==> src/rtl/cache_controller.sv <==
// Sequencing FSM for a 4-way, 1024-set write-through, no-write-allocate cache.
// Drives tag/data read and write enables, LFU updates, RAM line fill and word write-through.
module cache_controller #(
   parameter int ADDR_W = 48,
   parameter int CNT_W  = 16
) (
   input  logic              clk,
   input  logic              resetGeneral,
   input  logic              run,
   input  logic              RW,
   input  logic [ADDR_W-1:0] address,
   output logic              busy,
   output logic              done,
   input  logic              hit,
   input  logic [1:0]        hit_way,
   input  logic [1:0]        victim_way,
   output logic              lfu_update,
   output logic [1:0]        lfu_way,
   output logic              ReadEnableTag,
   output logic              ReadEnableData,
   output logic              SelecMemCPU,
   output logic [3:0]        WriteEnableTag,
   output logic [3:0]        WriteEnableData,
   output logic              validBit,
   output logic              mem_req,
   output logic              mem_rw,
   output logic [ADDR_W-1:0] mem_addr,
   input  logic              mem_ack,
   output logic [CNT_W-1:0]  hit_count,
   output logic [CNT_W-1:0]  miss_count,
   output logic              err
);

   typedef enum logic [2:0] {
      S_IDLE, S_TAG_RD, S_COMPARE, S_WR_HIT, S_MEM_RD, S_FILL, S_MEM_WR, S_DONE
   } state_t;

   state_t              r_state;
   state_t              w_nextState;
   logic                r_rw;
   logic [ADDR_W-1:0]   r_addr;
   logic                r_replay;
   logic [1:0]          r_hitWay;
   logic [1:0]          r_victim;
   logic [CNT_W-1:0]    r_hitCount;
   logic [CNT_W-1:0]    r_missCount;
   logic                r_err;

   always_ff @(posedge clk or negedge resetGeneral) begin
      if (!resetGeneral) r_state <= S_IDLE;
      else               r_state <= w_nextState;
   end

   // replay marks the second lookup after a fill, so it neither recounts nor refills
   always_ff @(posedge clk or negedge resetGeneral) begin
      if (!resetGeneral) begin
         r_rw        <= 1'b0;
         r_addr      <= '0;
         r_replay    <= 1'b0;
         r_hitWay    <= 2'd0;
         r_victim    <= 2'd0;
         r_hitCount  <= '0;
         r_missCount <= '0;
         r_err       <= 1'b0;
      end else begin
         case (r_state)
            S_IDLE: if (run) begin
               r_rw     <= RW;
               r_addr   <= address;
               r_replay <= 1'b0;
            end
            S_COMPARE: begin
               r_hitWay <= hit_way;
               r_victim <= victim_way;
               if (!r_replay) begin
                  if (hit && r_hitCount != '1)        r_hitCount  <= r_hitCount + CNT_W'(1);
                  else if (!hit && r_missCount != '1) r_missCount <= r_missCount + CNT_W'(1);
               end
               if (!hit && !r_rw && r_replay) r_err <= 1'b1;
            end
            S_FILL: r_replay <= 1'b1;
            default: ;
         endcase
      end
   end

   always_comb begin
      w_nextState     = r_state;
      done            = 1'b0;
      lfu_update      = 1'b0;
      lfu_way         = 2'd0;
      ReadEnableTag   = 1'b0;
      ReadEnableData  = 1'b0;
      SelecMemCPU     = 1'b0;
      WriteEnableTag  = 4'b0000;
      WriteEnableData = 4'b0000;
      validBit        = 1'b0;
      mem_req         = 1'b0;
      mem_rw          = 1'b0;
      mem_addr        = '0;
      case (r_state)
         S_IDLE: if (run) w_nextState = S_TAG_RD;
         S_TAG_RD: begin
            ReadEnableTag  = 1'b1;
            ReadEnableData = 1'b1;
            w_nextState    = S_COMPARE;
         end
         S_COMPARE: begin
            if (hit) begin
               lfu_update  = 1'b1;
               lfu_way     = hit_way;
               w_nextState = r_rw ? S_WR_HIT : S_DONE;
            end else if (r_rw) begin
               w_nextState = S_MEM_WR;
            end else begin
               w_nextState = r_replay ? S_DONE : S_MEM_RD;
            end
         end
         S_WR_HIT: begin
            WriteEnableData = 4'b0001 << r_hitWay;
            w_nextState     = S_MEM_WR;
         end
         S_MEM_RD: begin
            mem_req  = 1'b1;
            mem_addr = {r_addr[ADDR_W-1:2], 2'b00};
            if (mem_ack) w_nextState = S_FILL;
         end
         S_FILL: begin
            SelecMemCPU     = 1'b1;
            validBit        = 1'b1;
            WriteEnableTag  = 4'b0001 << r_victim;
            WriteEnableData = 4'b0001 << r_victim;
            w_nextState     = S_TAG_RD;
         end
         S_MEM_WR: begin
            mem_req  = 1'b1;
            mem_rw   = 1'b1;
            mem_addr = r_addr;
            if (mem_ack) w_nextState = S_DONE;
         end
         S_DONE: begin
            done        = 1'b1;
            w_nextState = S_IDLE;
         end
         default: w_nextState = S_IDLE;
      endcase
   end

   assign busy       = (r_state != S_IDLE);
   assign hit_count  = r_hitCount;
   assign miss_count = r_missCount;
   assign err        = r_err;

endmodule

==> config.mk <==
export PLATFORM = sky130hd
export DESIGN_NAME = cache_controller
export DESIGN_NICKNAME = d
export VERILOG_FILES = /design/src/rtl/cache_controller.sv
export SDC_FILE = /design/constraint.sdc
export NUM_CORES = 1
export LEC_CHECK = 0
export CORE_UTILIZATION = 35
export CTS_BUF_LIST = sky130_fd_sc_hd__clkbuf_4
export CTS_CLUSTER_DIAMETER = 30
export DETAILED_ROUTE_END_ITERATION = 8
export PLACE_DENSITY = 0.65
export SYNTH_ARGS = -nofsm -noshare
export SYNTH_HDL_FRONTEND = slang
export SYNTH_SLANG_ARGS = --single-unit
==> constraint.sdc <==
create_clock -name clk -period 2 [get_ports clk]
set_input_delay 0.4 -clock clk [delete_from_list [all_inputs] [get_ports clk]]
set_output_delay 0.4 -clock clk [all_outputs]
set_load 0.1 [all_outputs]
==> flow_results.org <==
** Die
- Floorplan die area :: 12900 sq um
- Placement Rows :: 40
- The core region is 12100 sq um.
- Initial core utilization :: 0.362
- X dimension of the die :: 114 um
- I/O pin cnt :: 158
- From bottom edge to top edge, the die measures 114 um.

** Placed design
- HPWL reported at the end of detailed placement :: 8.50 mm
- Dpl cells :: 707
- Input and output buffers added on the ports amount to 157.
- Final weighted congestion in routability-driven placement :: 0.766

** Clocking
- After clock tree synthesis, the clock-pin slew on the worst setup and hold paths is 0.14 ns.
- Cell at the root of the clock tree :: sky130_fd_sc_hd__clkbuf_4
- Depth of the CTS H-tree :: 3
- The number of clock buffers added by TritonCTS is 9.
- Maximum number of buffers from clock root to sink :: 2
- Clk_lat worst skew :: 0.48 ns
- TritonCTS built the clock tree.
- The tree built by TritonCTS fans out to 90 sinks.

** STA
- Least-Margin Pin Slew :: 0.476 ns
- Final hold vios :: 0
- Between clock sinks in the finished design, the worst skew comes to 0.0199 ns.
- Remaining max-slew budget at the tightest pin :: 0.681
- Final setup fails :: 90
- The worst path in the final design needs a cycle of 2.27 ns, including I/O delays and setup.
- Smallest setup slack after layout :: -0.268 ns
- Setup repair after global routing could not meet its margin everywhere.
- In the finished design, the share of the clock period the worst path needs comes to 1.13.
- The number of slew-limit violations in the final report is 0.
- Final hold analysis gives a worst-case slack of 0.388 ns.
- Max Freq :: 0.441 GHz

** Drt
- For this run, design rule violations remaining after detail routing come to 0.
- The detailed router placed 3659 vias in this run.
- Wire length reported by the detailed router :: 12.6 mm
- Number of search-and-repair iterations in the first detailed-routing pass :: 4
- The detailed router finished its first iteration with 165 violations.
- Once detail routing completed, the nets flagged for antenna violations numbered 0.
- Post-detailed-route wirelength per cell :: 16.7 um
- Ratio of routed vias to standard cells :: 4.88

** Outcome
- Outcome :: complete, but fails checks
- Failing checks :: negative setup slack

** Global route
- Number of antenna violations at the first check in global routing :: 0
- The first global-routing pass estimated 19.2 mm of wire.
- Vias in the first global route :: 3799
- Largest net degree at the start of global routing :: 44
- Summed over all layers, the global routing overflow is 0.
- Across every metal layer, demand over resource in global routing totals 0.195.

** Yosys
- Top post-synthesis cells by area :: sky130_fd_sc_hd__dfrtp_1 52%, sky130_fd_sc_hd__mux2_2 13%, sky130_fd_sc_hd__and2_1 7.2%
- The cell count after synthesis came out at 378.
- Share of Yosys cell area claimed by the top area cell type :: 0.516
- Counting flops with a built-in enable in the synthesized netlist gives 0.
- Synth Flop Type :: sky130_fd_sc_hd__dfrtp_1
- Warnings from Yosys :: 0
- In the post-synthesis netlist, the cell with the most instances is sky130_fd_sc_hd__dfrtp_1.
- In this run the mean area of a mapped cell was 11.5 sq um.
- Of all flip-flops after synthesis, the portion carrying an async set or reset was 1.00.
- Dominant combinational cell family by area after synthesis :: simple AND/OR/NAND/NOR gates
- Share of the synthesized area in compound gates (AO/OA/AOI/OAI) :: 0.0565
- Of the total synthesized cell area, the portion taken by full adders, half adders and majority gates is 0.00573.
- The synthesized design contains 90 register bits.
- Proportion of synthesized chip area in sequential cells :: 0.516
- XOR/XNOR Fraction of Synth Area :: 0.0461
- Counting instances in the post-synthesis netlist gives the leading cell types as 90 x sky130_fd_sc_hd__dfrtp_1, 52 x sky130_fd_sc_hd__mux2_2, 50 x sky130_fd_sc_hd__and2_1.
- Multiplexer share of the synthesized area :: 0.145
- Summed over all instances, the cell type with the most area after synthesis is sky130_fd_sc_hd__dfrtp_1.
- In this run, distinct cell masters in the synthesized netlist total 45.
- Counting every net in the synthesized netlist gives 438.
- In this run the cell area of the synthesized design comes to 4370 sq um.
- Of the total synthesized cell area, the portion taken by AND, OR, NAND and NOR gates is 0.202.

** Worst setup path
- On the worst path, the slowest cell contributes a delay of 0.43 ns.
- Sequence of cells on the critical path :: buf_6, nand3b_1, clkinvlp_4, and3_4, o21bai_4, buf_12
- STA classifies the critical path startpoint as a flip-flop.
- Critical path's slowest cell :: sky130_fd_sc_hd__dfrtp_2
- Data on the critical path is required at its endpoint by 1.60 ns.
- Critical path class :: reg -> out
- Crit-path max FO :: 3
- Data on the critical path arrives at its endpoint at 1.87 ns.
- The worst setup path is captured at a primary output.

** Power and ir drop
- Leakage :: 3.47 nW
- Design Power :: 13.6 mW
- IR Drop Worst-Case VDD :: 1390 uV
- Pwr per Cell Area :: 1690 nW/um^2

** Layout
- The layout has 888 filler cells.
- Layout Area Growth over Synthesis :: 83.2%
- The net count of the finished layout is 636.
- Share of final-layout standard cells stronger than drive strength 1 :: 0.614
- Total area of multi-input combinational cells :: 2590 sq um
- Final cell count without fillers :: 750
- Register cell area after layout :: 2300 sq um

** Job
- The tool flagged a number of max-cap violations equal to 0.

** Worst hold path
- Min-Delay Path Class :: in -> async
[cells by family (layout without fill, tap and decap cells)]
kind of cell	Yosys count	count (layout)
compound gates	35	35
xor+xnor	23	23
fa+ha+maj	2	2
buf+inv	29	232
flops	90	90
mux	56	56
other cells	0	1
simple gates	143	143
[layout make-up]
type	count	share of cell area
inverters	9	0.00469
well taps	168	0.0263
diodes	1	0.000313
clock inverters	6	0.00422
clock buffers	10	0.00939
repair buffers	207	0.344
flip-flops and latches	90	0.288
multi-input cells	259	0.323
[worst paths after layout]
check / cells past startpoint / end / slack [ns] / startpoint
worst max register to register: 10 / hit_count[1] / -0.13 / r_state[0]
min in group clk: 3 / r_rw / 0.47 / RW
worst min register to register: 1 / err / 0.49 / err
max in group asynchronous: 3 / hit_count[11] / 1.01 / resetGeneral
worst min-delay path: 2 / miss_count[9] / 0.39 / resetGeneral
worst max-delay path: 6 / WriteEnableData[3] / -0.27 / r_state[2]
[routing by layer]
layer,vias up,share of wire,track usage
met3,15,0.10,0.110
met5,-,0,0
met4,0,0.016,0.0614
met2,117,0.50,0.328
li1,1701,-,-
met1,1826,0.38,0.206
[report_power, final]
part / switching, mW / total [mW] / internal (mW)
sequential: 0.466 / 2.95 / 2.48
clock: 0.637 / 0.895 / 0.258
combinational: 5.81 / 9.71 / 3.90
total: 6.91 / 13.6 / 6.64
[worst max-delay path: cells and delay by family (launching register included)]
kind,cells,cell delay [ns]
AOI/OAI and AO/OA,1,0.17
DFF,1,0.43
buffers and inverters,3,0.46
and+or+nand+nor,2,0.35
[cell usage in the layout, fill, tap and decap left out, types with 6 or more instances in the layout]
cell	synthesis	routed
sky130_fd_sc_hd__mux2_2	52	21
sky130_fd_sc_hd__nor2_1	11	8
sky130_fd_sc_hd__dfrtp_4	0	6
sky130_fd_sc_hd__nor4_4	0	6
sky130_fd_sc_hd__clkbuf_4	0	10
sky130_fd_sc_hd__and2_4	0	10
sky130_fd_sc_hd__nand2_1	20	18
sky130_fd_sc_hd__dfrtp_2	0	24
sky130_fd_sc_hd__xor2_1	19	19
sky130_fd_sc_hd__dfrtp_1	90	60
sky130_fd_sc_hd__mux2_4	1	35
sky130_fd_sc_hd__a21oi_1	8	7
sky130_fd_sc_hd__buf_6	0	24
sky130_fd_sc_hd__buf_4	2	50
sky130_fd_sc_hd__nand3_1	9	8
sky130_fd_sc_hd__inv_1	9	8
sky130_fd_sc_hd__nor3_4	0	6
sky130_fd_sc_hd__and2_2	0	38
sky130_fd_sc_hd__clkdlybuf4s50_1	0	56
sky130_fd_sc_hd__buf_12	0	74
[metrics by stage]
stage	cell area [sq um]	setup slack (ns)	util	setup TNS (ns)
2_1_floorplan	4600	-0.619	-	-11.27
3_3_place_gp	7120	0.0919	0.590	0
3_5_place_dp	7120	0.0218	0.590	0
4_1_cts	7440	-0.309	0.617	-14.48
5_1_grt	8000	-0.383	0.663	-23.88
6_report	8000	-0.268	0.663	-11.06
[flip-flops by register name (all words and copies together), names as in the netlist]
| name | cells |
|---|---|
| miss_count | 16 |
| r_hitWay | 2 |
| r_victim | 2 |
| r_replay | 1 |
| err | 1 |
| r_rw | 1 |
| hit_count | 16 |
| r_addr | 48 |
| r_state | 3 |
[repair_timing]
item	CTS	global route
cloned	0	3
hold endpoints to repair	31	0
setup buffers	14	10
gates resized for setup	25	92
hold buffers	1	0
pin swaps	6	30
endpoints found under the setup margin	67	137
Power figures use the tool's default switching activity.
